==> src/rtl/uart_tx_peripheral_pkg.sv <==
// Shared register offsets, STATUS bit positions and FSM encodings for the
// memory-mapped UART transmitter.
package uart_tx_peripheral_pkg;

  localparam logic [1:0] UART_REG_TXDATA = 2'd0;
  localparam logic [1:0] UART_REG_STATUS = 2'd1;
  localparam logic [1:0] UART_REG_DIV_LO = 2'd2;
  localparam logic [1:0] UART_REG_DIV_HI = 2'd3;

  localparam int unsigned STB_HOLD_FULL = 0;
  localparam int unsigned STB_SHIFTING  = 1;
  localparam int unsigned STB_DONE      = 2;
  localparam int unsigned STB_OVERRUN   = 3;

  localparam logic [1:0] FSM_IDLE  = 2'd0;
  localparam logic [1:0] FSM_START = 2'd1;
  localparam logic [1:0] FSM_DATA  = 2'd2;
  localparam logic [1:0] FSM_STOP  = 2'd3;

  typedef struct packed {
    logic overrun;
    logic done;
    logic shifting;
    logic hold_full;
  } status_t;

  function automatic logic [7:0] pack_status(input status_t s);
    return {4'b0000, s};
  endfunction

endpackage

==> src/rtl/uart_tx_shifter.sv <==
// 8N1 serialiser: start bit, eight data bits LSB first, stop bit, each lasting
// div+1 clocks. A load accepted at the end of STOP chains frames with no gap.
module uart_tx_shifter
  import uart_tx_peripheral_pkg::*;
(
  input  logic        clk,
  input  logic        rst,
  input  logic        load,
  input  logic [7:0]  data_in,
  input  logic [15:0] div,
  output logic        ready,
  output logic        frame_done,
  output logic        tx
);

  logic [1:0]  r_state;
  logic [15:0] r_baud;
  logic [2:0]  r_bit_idx;
  logic [7:0]  r_shift;
  logic        r_tx;
  logic        w_baud_zero;

  assign w_baud_zero = (r_baud == 16'd0);
  assign frame_done  = (r_state == FSM_STOP) && w_baud_zero;
  // The last clock of the stop bit can accept the next byte directly.
  assign ready       = (r_state == FSM_IDLE) || frame_done;
  assign tx          = r_tx;

  always_ff @(posedge clk) begin
    if (rst) begin
      r_state   <= FSM_IDLE;
      r_baud    <= 16'd0;
      r_bit_idx <= 3'd0;
      r_shift   <= 8'd0;
      r_tx      <= 1'b1;
    end else begin
      case (r_state)
        FSM_IDLE: begin
          if (load) begin
            r_shift <= data_in;
            r_tx    <= 1'b0;
            r_baud  <= div;
            r_state <= FSM_START;
          end
        end
        FSM_START: begin
          if (!w_baud_zero) begin
            r_baud <= r_baud - 16'd1;
          end else begin
            r_tx      <= r_shift[0];
            r_bit_idx <= 3'd0;
            r_baud    <= div;
            r_state   <= FSM_DATA;
          end
        end
        FSM_DATA: begin
          if (!w_baud_zero) begin
            r_baud <= r_baud - 16'd1;
          end else begin
            r_baud <= div;
            if (r_bit_idx == 3'd7) begin
              r_tx    <= 1'b1;
              r_state <= FSM_STOP;
            end else begin
              r_shift   <= r_shift >> 1;
              r_tx      <= r_shift[1];
              r_bit_idx <= r_bit_idx + 3'd1;
            end
          end
        end
        FSM_STOP: begin
          if (!w_baud_zero) begin
            r_baud <= r_baud - 16'd1;
          end else if (load) begin
            r_shift <= data_in;
            r_tx    <= 1'b0;
            r_baud  <= div;
            r_state <= FSM_START;
          end else begin
            r_state <= FSM_IDLE;
          end
        end
        default: begin
          r_state <= FSM_IDLE;
          r_tx    <= 1'b1;
        end
      endcase
    end
  end

endmodule

==> src/rtl/uart_tx_peripheral.sv <==
// CPU-bus responder for the UART transmitter: address decode, one-deep holding
// register, sticky status flags and the programmable bit-period divider.
module uart_tx_peripheral
  import uart_tx_peripheral_pkg::*;
#(
  parameter logic [31:0] BASE        = 32'h0000_2000,
  parameter logic [15:0] DEFAULT_DIV = 16'd103
) (
  input  logic        clk,
  input  logic        rst,
  input  logic [31:0] address,
  input  logic [7:0]  write_data,
  input  logic        write_enable,
  output logic [7:0]  read_data,
  output logic        selected,
  output logic        tx,
  output logic        irq_done
);

  logic [31:0] w_offset;
  logic [1:0]  w_reg;
  logic        w_wr;
  logic        w_wr_txdata;
  logic        w_wr_status;
  logic        w_load;
  logic        w_accept;
  logic        w_reject;
  logic        w_ready;
  logic        w_frame_done;
  logic        w_tx;
  status_t     w_status;

  logic [7:0]  r_txdata;
  logic [15:0] r_div;
  logic        r_hold_full;
  logic        r_shifting;
  logic        r_done;
  logic        r_overrun;

  // Wrapping subtraction makes addresses below BASE decode as out of range.
  assign w_offset    = address - BASE;
  assign selected    = (w_offset < 32'd4);
  assign w_reg       = w_offset[1:0];
  assign w_wr        = write_enable && selected;
  assign w_wr_txdata = w_wr && (w_reg == UART_REG_TXDATA);
  assign w_wr_status = w_wr && (w_reg == UART_REG_STATUS);

  // A full holding register still accepts a byte when it empties this cycle.
  assign w_load   = r_hold_full && w_ready;
  assign w_accept = w_wr_txdata && (!r_hold_full || w_load);
  assign w_reject = w_wr_txdata && !w_accept;

  uart_tx_shifter u_shifter (
    .clk        (clk),
    .rst        (rst),
    .load       (w_load),
    .data_in    (r_txdata),
    .div        (r_div),
    .ready      (w_ready),
    .frame_done (w_frame_done),
    .tx         (w_tx)
  );

  always_ff @(posedge clk) begin
    if (rst) begin
      r_txdata    <= 8'd0;
      r_div       <= DEFAULT_DIV;
      r_hold_full <= 1'b0;
      r_shifting  <= 1'b0;
      r_done      <= 1'b0;
      r_overrun   <= 1'b0;
    end else begin
      if (w_accept) begin
        r_txdata    <= write_data;
        r_hold_full <= 1'b1;
      end else if (w_load) begin
        r_hold_full <= 1'b0;
      end

      if (w_load) begin
        r_shifting <= 1'b1;
      end else if (w_frame_done) begin
        r_shifting <= 1'b0;
      end

      // Sticky flags: a new event outranks a simultaneous write-1-to-clear.
      if (w_frame_done) begin
        r_done <= 1'b1;
      end else if (w_wr_status && write_data[STB_DONE]) begin
        r_done <= 1'b0;
      end

      if (w_reject) begin
        r_overrun <= 1'b1;
      end else if (w_wr_status && write_data[STB_OVERRUN]) begin
        r_overrun <= 1'b0;
      end

      if (w_wr && (w_reg == UART_REG_DIV_LO)) begin
        r_div[7:0] <= write_data;
      end
      if (w_wr && (w_reg == UART_REG_DIV_HI)) begin
        r_div[15:8] <= write_data;
      end
    end
  end

  assign w_status.hold_full = r_hold_full;
  assign w_status.shifting  = r_shifting;
  assign w_status.done      = r_done;
  assign w_status.overrun   = r_overrun;

  always_comb begin
    read_data = 8'd0;
    if (selected) begin
      case (w_reg)
        UART_REG_TXDATA: read_data = r_txdata;
        UART_REG_STATUS: read_data = pack_status(w_status);
        UART_REG_DIV_LO: read_data = r_div[7:0];
        UART_REG_DIV_HI: read_data = r_div[15:8];
        default:         read_data = 8'd0;
      endcase
    end
  end

  assign tx       = w_tx;
  assign irq_done = r_done;

endmodule

==> config.mk <==
export PLATFORM = sky130hd
export DESIGN_NAME = uart_tx_peripheral
export DESIGN_NICKNAME = d
export VERILOG_FILES = /design/src/rtl/uart_tx_peripheral_pkg.sv /design/src/rtl/uart_tx_shifter.sv /design/src/rtl/uart_tx_peripheral.sv
export SDC_FILE = /design/constraint.sdc
export NUM_CORES = 1
export LEC_CHECK = 0
export BUFFER_PORTS_ARGS = -buffer_cell sky130_fd_sc_hd__clkbuf_2
export CAP_MARGIN = 20
export CORE_ASPECT_RATIO = 1.25
export CORE_MARGIN = 4
export CORE_UTILIZATION = 35
export DETAILED_ROUTE_END_ITERATION = 10
export PLACE_DENSITY = 0.55
export SYNTH_ARGS = -nofsm -noshare
export SYNTH_HDL_FRONTEND = slang
export SYNTH_SLANG_ARGS = --single-unit
==> constraint.sdc <==
create_clock -name clk -period 4 [get_ports clk]
set_input_delay 0.8 -clock clk [delete_from_list [all_inputs] [get_ports clk]]
set_output_delay 0.8 -clock clk [all_outputs]
set_load 0.1 [all_outputs]
==> flow_summary.ini, run 1 <==
[outcome]
status = complete, no violations

[pwr]
peakVddDrop_mv = 0.182
total_leakage_power_nw = 1.74
powerDensity_mw_per_mm2 = 341

[min_path]
hp-class = register to register
hold_depth = 2

[placement]
gp_congestion = 0.970
io_buffer_count = 53
place_area_mm2 = 0.00432
place_hpwl_um = 9170

[yosys]
synth_edf_count = 0
synth_seq_cells = 58
ys.flop_type = dfxtp_1
synth_xor_xnor_area_share_pct = 1.84
ys_top_cells_by_area = dfxtp_1 (31%), mux2i_1 (7.6%), nand2_1 (5.3%)
ys_top_cells_by_count = dfxtp_1 (58), nand2_1 (54), o21ai_0 (32)
yosys.area.top_type_share_pct = 30.5
synthMuxAreaShare_pct = 13.2
synth_nets = 526
syn_inst = 474
synth-compound-area-share_pct = 19.5
synthArstFlopShare_pct = 0
synth_area_leader_cell = dfxtp_1
seq_area_frac_synth_pct = 30.5
synth-warning-count = 0
syn_area_mm2 = 0.00381
synth_fa_ha_area_share_pct = 2.96
synth_top_family_by_area = simple AND/OR/NAND/NOR gates
yosys.area_share.simple_pct = 27.2
syn_avg_cell_area_um2 = 8.03
ys_types = 58
yosysMostFrequentCell = dfxtp_1

[floorplanning]
rows = 42
start_util_pct = 35.9
core_region_area_mm2 = 0.0106
die_x_um = 101
die_area_mm2 = 0.0126
ioPinCount = 54
die_y_um = 125

[timing]
skew_ns = 0.00581
fmax_mhz = 281
finalSetupViolations = 0
period_needed_ns = 3.55
finalHoldViolCount = 0
relSlewSlack_pct = 49.6
report.final.slew_viol_count = 0
tightest_slew_ns = 0.746
period_share_pct = 88.8
rsz0062_at_grt = false

[worst_setup_path]
worstSetupPathType = input pin to primary output
crit_arrival_ns = 2.75
start_kind = input pin
cp.required_ns = 3.20
r2r_cells = 7
cp_max_fo = 4
cp-end-kind = primary output

[global_routing]
grt_pass1_vias = 3954
grt_use_total_pct = 20.2
grt_first_pass_wirelength_um = 20100
grt_start_max_net_pins = 39
grt_overflow_total = 0
antenna_found_initial = 0

[detailed_routing]
drtIter0Drc = 238
viasPerCell = 5.98
wl_per_cell_um = 18.7
totalWireLength_um = 12200
ant_nets = 0
route.detailed.drc = 0
num_vias = 3906
dr.pass1.iters = 6

[cts]
cts_setup_buffers = 0
clk_pin_slew_ns = 0.06
cts_buffers = 9
cts-root-buf = clkbuf_16
clock_path_buffers = 2
cts_hold_buffers = 0
clkSinkCount = 58
h-tree-depth = 3
tritoncts = built
clk_latency_ns = 0.33
cts_resized = 0

[layout]
finalCoreUtilization_pct = 43.8
design_area_mm2 = 0.00465
diodes = 0
syn_to_final_growth_pct = 22.2
nNetsFinal = 568
drive_above_1_share_pct = 20.9

[flow_run]
cap_violations = 0
==> cell usage in the layout (no fill, tap or decap), types with 10 or more instances in the layout <==
cell	netlist	final
dfxtp_1	58	58
nand2_1	54	54
clkbuf_2	0	44
o21ai_0	32	32
nand3_1	31	31
mux2i_1	29	29
a21oi_1	28	28
nor2_1	23	23
inv_1	15	15
nor3_1	14	14
nor4_1	14	14
mux2_2	11	11
buf_4	0	10
==> final timing paths <==
check | startpoint | to | slack [ns]
worst min register to register | u_shifter.r_shift[2]$_SDFFE_PP0P_ | u_shifter.r_shift[2]$_SDFFE_PP0P_ | 0.46
worst max register to register | u_shifter.r_baud[0]$_SDFF_PP0_ | u_shifter.r_shift[7]$_SDFFE_PP0P_ | 0.97
worst max-delay path | address[13] | read_data[0] | 0.45
worst min-delay path | u_shifter.r_shift[2]$_SDFFE_PP0P_ | u_shifter.r_shift[2]$_SDFFE_PP0P_ | 0.46
==> power by group <==
| group | internal (W) | switching, W | total, W |
|---|---|---|---|
| registers | 0.000579 | 0.00000198 | 0.000581 |
| logic | 0.0000540 | 0.0000946 | 0.000149 |
| clock network | 0.000550 | 0.000306 | 0.000856 |
==> stage by stage <==
step	hold WS (ns)	total power, W	setup WS [ns]	instances	TNS, ns
after global placement	0.444	0.000738	0.497	637	0
after global routing	0.481	0.00164	0.257	653	0
final	0.456	0.00159	0.447	653	0
after CTS	0.459	0.00160	0.411	653	0
after floorplan	0.435	0.000685	-0.154	474	-0.960
after detailed placement	0.449	0.000740	0.431	637	0
==> cells by family (layout without fill, tap and decap cells) <==
group           count (synthesis)  in the layout
fa+ha+maj                       9              9
compound gates                114            114
simple gates                  193            193
buf+inv                        48             95
flops                          58             58
mux                            44             44
xor+xnor                        8              8
==> sequential cells by signal, summed over array words and instances, names as in the netlist <==
name / count
irq_done: 1
r_div: 16
r_hold_full: 1
r_overrun: 1
r_shifting: 1
r_txdata: 8
u_shifter.r_baud: 16
u_shifter.r_bit_idx: 3
u_shifter.r_shift: 8
u_shifter.r_state: 2
u_shifter.tx: 1
==> area by class of cell <==
cell class,count,area (um^2)
clock buffers,9,225
clock inverters,7,101
fillers,1086,5970
inverters,16,60.1
multi-input cells,368,2460
flip-flops and latches,58,1160
well taps,132,165
repair buffers,63,475
==> routing by layer <==
metal / routed length [um] / share of wire, % / global-route usage [%] / vias up
met5: 0 / 0 / 0 / -
met1: 5050 / 41 / 25.1 / 1817
li1: - / - / - / 1875
met2: 5720 / 47 / 32.0 / 178
met4: 520 / 4.3 / 11.0 / 0
met3: 889 / 7.3 / 4.43 / 36
==> worst max-delay path, cell delays in order <==
cell and delay (ns):
clkbuf_2 0.10, inv_1 0.05, ha_1 0.28, nor4b_1 0.26, nand4_1 0.13, nor4_1 0.30, nand4_1 0.15, buf_4 0.19
nor2b_1 0.26, buf_12 0.22
No activity file was read; power rests on OpenSTA's default activity.
==> run 2, diff against run 1 <==
CORE_UTILIZATION = 58   (was 35)
PLACE_DENSITY = 0.83   (was 0.55)
==> flow_summary.ini, run 2 (synthesis gave the netlist of run 1 again) <==
[outcome]
status = complete, no violations

[layout]
drive_above_1_share_pct = 20.5
final_common_cell = dfxtp_1
num-fill-cells = 503
top_regs = r_div x16, u_shifter.r_baud x16
final_cells = 603
nNetsFinal = 565
multiInputGateArea_mm2 = 0.00246
final_cell_mix = dfxtp_1 (58), nand2_1 (54), clkbuf_2 (44)
design_area_mm2 = 0.00447
final-seq-area_mm2 = 0.00116
diodes = 0
syn_to_final_growth_pct = 17.3

[detailed_routing]
dr.pass1.iters = 6
num_vias = 4170
totalWireLength_um = 11900
route.detailed.drc = 0
viasPerCell = 6.92
wl_per_cell_um = 19.7
ant_nets = 0
drtIter0Drc = 725

[timing]
report.final.slew_viol_count = 0
finalSetupViolations = 0
period_share_pct = 94.8
finalHoldViolCount = 0
setup-tns-final_ns = 0
period_needed_ns = 3.79
skew_ns = 0.0112
rsz0062_at_grt = false
relSlewSlack_pct = 38.7
tightest_slew_ns = 0.907
fmax_mhz = 264

[worst_setup_path]
worstSetupPathType = input pin to primary output
crit_arrival_ns = 2.99
crit-reg2reg-launch = u_shifter.r_baud[0]$_SDFF_PP0_
rr_endpoint = u_shifter.r_baud[10]$_SDFF_PP0_
cp.required_ns = 3.20
start_kind = input pin
startpoint = address[13]
r2r_slack_ns = 0.75
cp-end-kind = primary output
cp_max_fo = 6
r2r_cells = 7

[floorplanning]
die_y_um = 98.6
die_x_um = 80.5
start_util_pct = 60.5
core_region_area_mm2 = 0.00629
ioPinCount = 54
rows = 32
die_area_mm2 = 0.00793

[pwr]
powerDensity_mw_per_mm2 = 306
total_leakage_power_nw = 1.69
power.total_w = 0.00137
peakVddDrop_mv = 0.259

[cts]
tritoncts = built
clk_latency_ns = 0.36
clkSinkCount = 58
cts_setup_buffers = 0
cts-root-buf = clkbuf_8
cts_hold_buffers = 0
cts_buffers = 9
cts_resized = 0
h-tree-depth = 3
clk_pin_slew_ns = 0.08
clock_path_buffers = 2

[placement]
place_hpwl_um = 8220
io_buffer_count = 53
dpl.cell_count = 587
place_area_mm2 = 0.00424
gp_congestion = 1.05

[min_path]
whs_endpoint = u_shifter.r_shift[3]$_SDFFE_PP0P_
worst_hold_startpoint = u_shifter.r_shift[3]$_SDFFE_PP0P_
hp-class = register to register
hold_depth = 2

[global_routing]
grt_overflow_total = 0
grt_first_pass_wirelength_um = 18800
antenna_found_initial = 0
grt_pass1_vias = 3936
grt_use_total_pct = 30.2
grt_start_max_net_pins = 40

[flow_run]
cap_violations = 0
==> run 2: changes by cell type in the layout (fill, tap and decap cells not counted), sizes merged <==
| cell | delta |
|---|---|
| buf | -3 |
| clkinv | +2 |
| clkinvlp | -2 |
==> run 2: metrics by stage <==
stage               utilization [%]  hold slack, ns  setup WS, ns
global placement               67.5           0.443         0.381
CTS                            71.0           0.467         0.212
floorplan                         -           0.435        -0.154
global route                   71.0           0.490        0.0175
detailed placement             67.5           0.455         0.234
finish                         71.0           0.464         0.207
==> run 2: how the worst max path moves through the flow <==
| stage | cells after the start | slack (ns) | end |
|---|---|---|---|
| 2_1_floorplan | 7 | -0.15 | read_data[0] |
| 3_3_place_gp | 10 | 0.38 | read_data[3] |
| 3_5_place_dp | 10 | 0.23 | read_data[4] |
| 4_1_cts | 10 | 0.21 | read_data[7] |
| 5_1_grt | 10 | 0.02 | read_data[4] |
| 6_report | 10 | 0.21 | read_data[7] |
==> run 2: final cells by class <==
class,instances,share of cell area (%)
multi-input cells,368,55.1
flip-flops and latches,58,26.0
repair buffers,60,10.1
clock buffers,9,2.77
well taps,85,2.38
clock inverters,7,2.24
inverters,16,1.34
==> run 2: critical path, stage by stage <==
cell	delay, ns
clkbuf_2	0.11
inv_1	0.05
ha_1	0.29
nor4b_1	0.29
nand4_1	0.13
nor4_1	0.31
nand4_1	0.32
buf_4	0.27
nor2_1	0.21
buf_12	0.21
==> run 2: power by group <==
part           switching [W]  internal (W)  total, W
Combinational      0.0000978     0.0000543  0.000152
Clock               0.000277      0.000356  0.000633
Sequential        0.00000207      0.000578  0.000580
Total               0.000377      0.000988   0.00137
==> run 2: metal layers <==
layer / track usage, % / wire (um)
met3: 6.12 / 1260
met5: 0 / 0
met4: 18.1 / 610
met1: 36.0 / 4350
met2: 49.4 / 5630
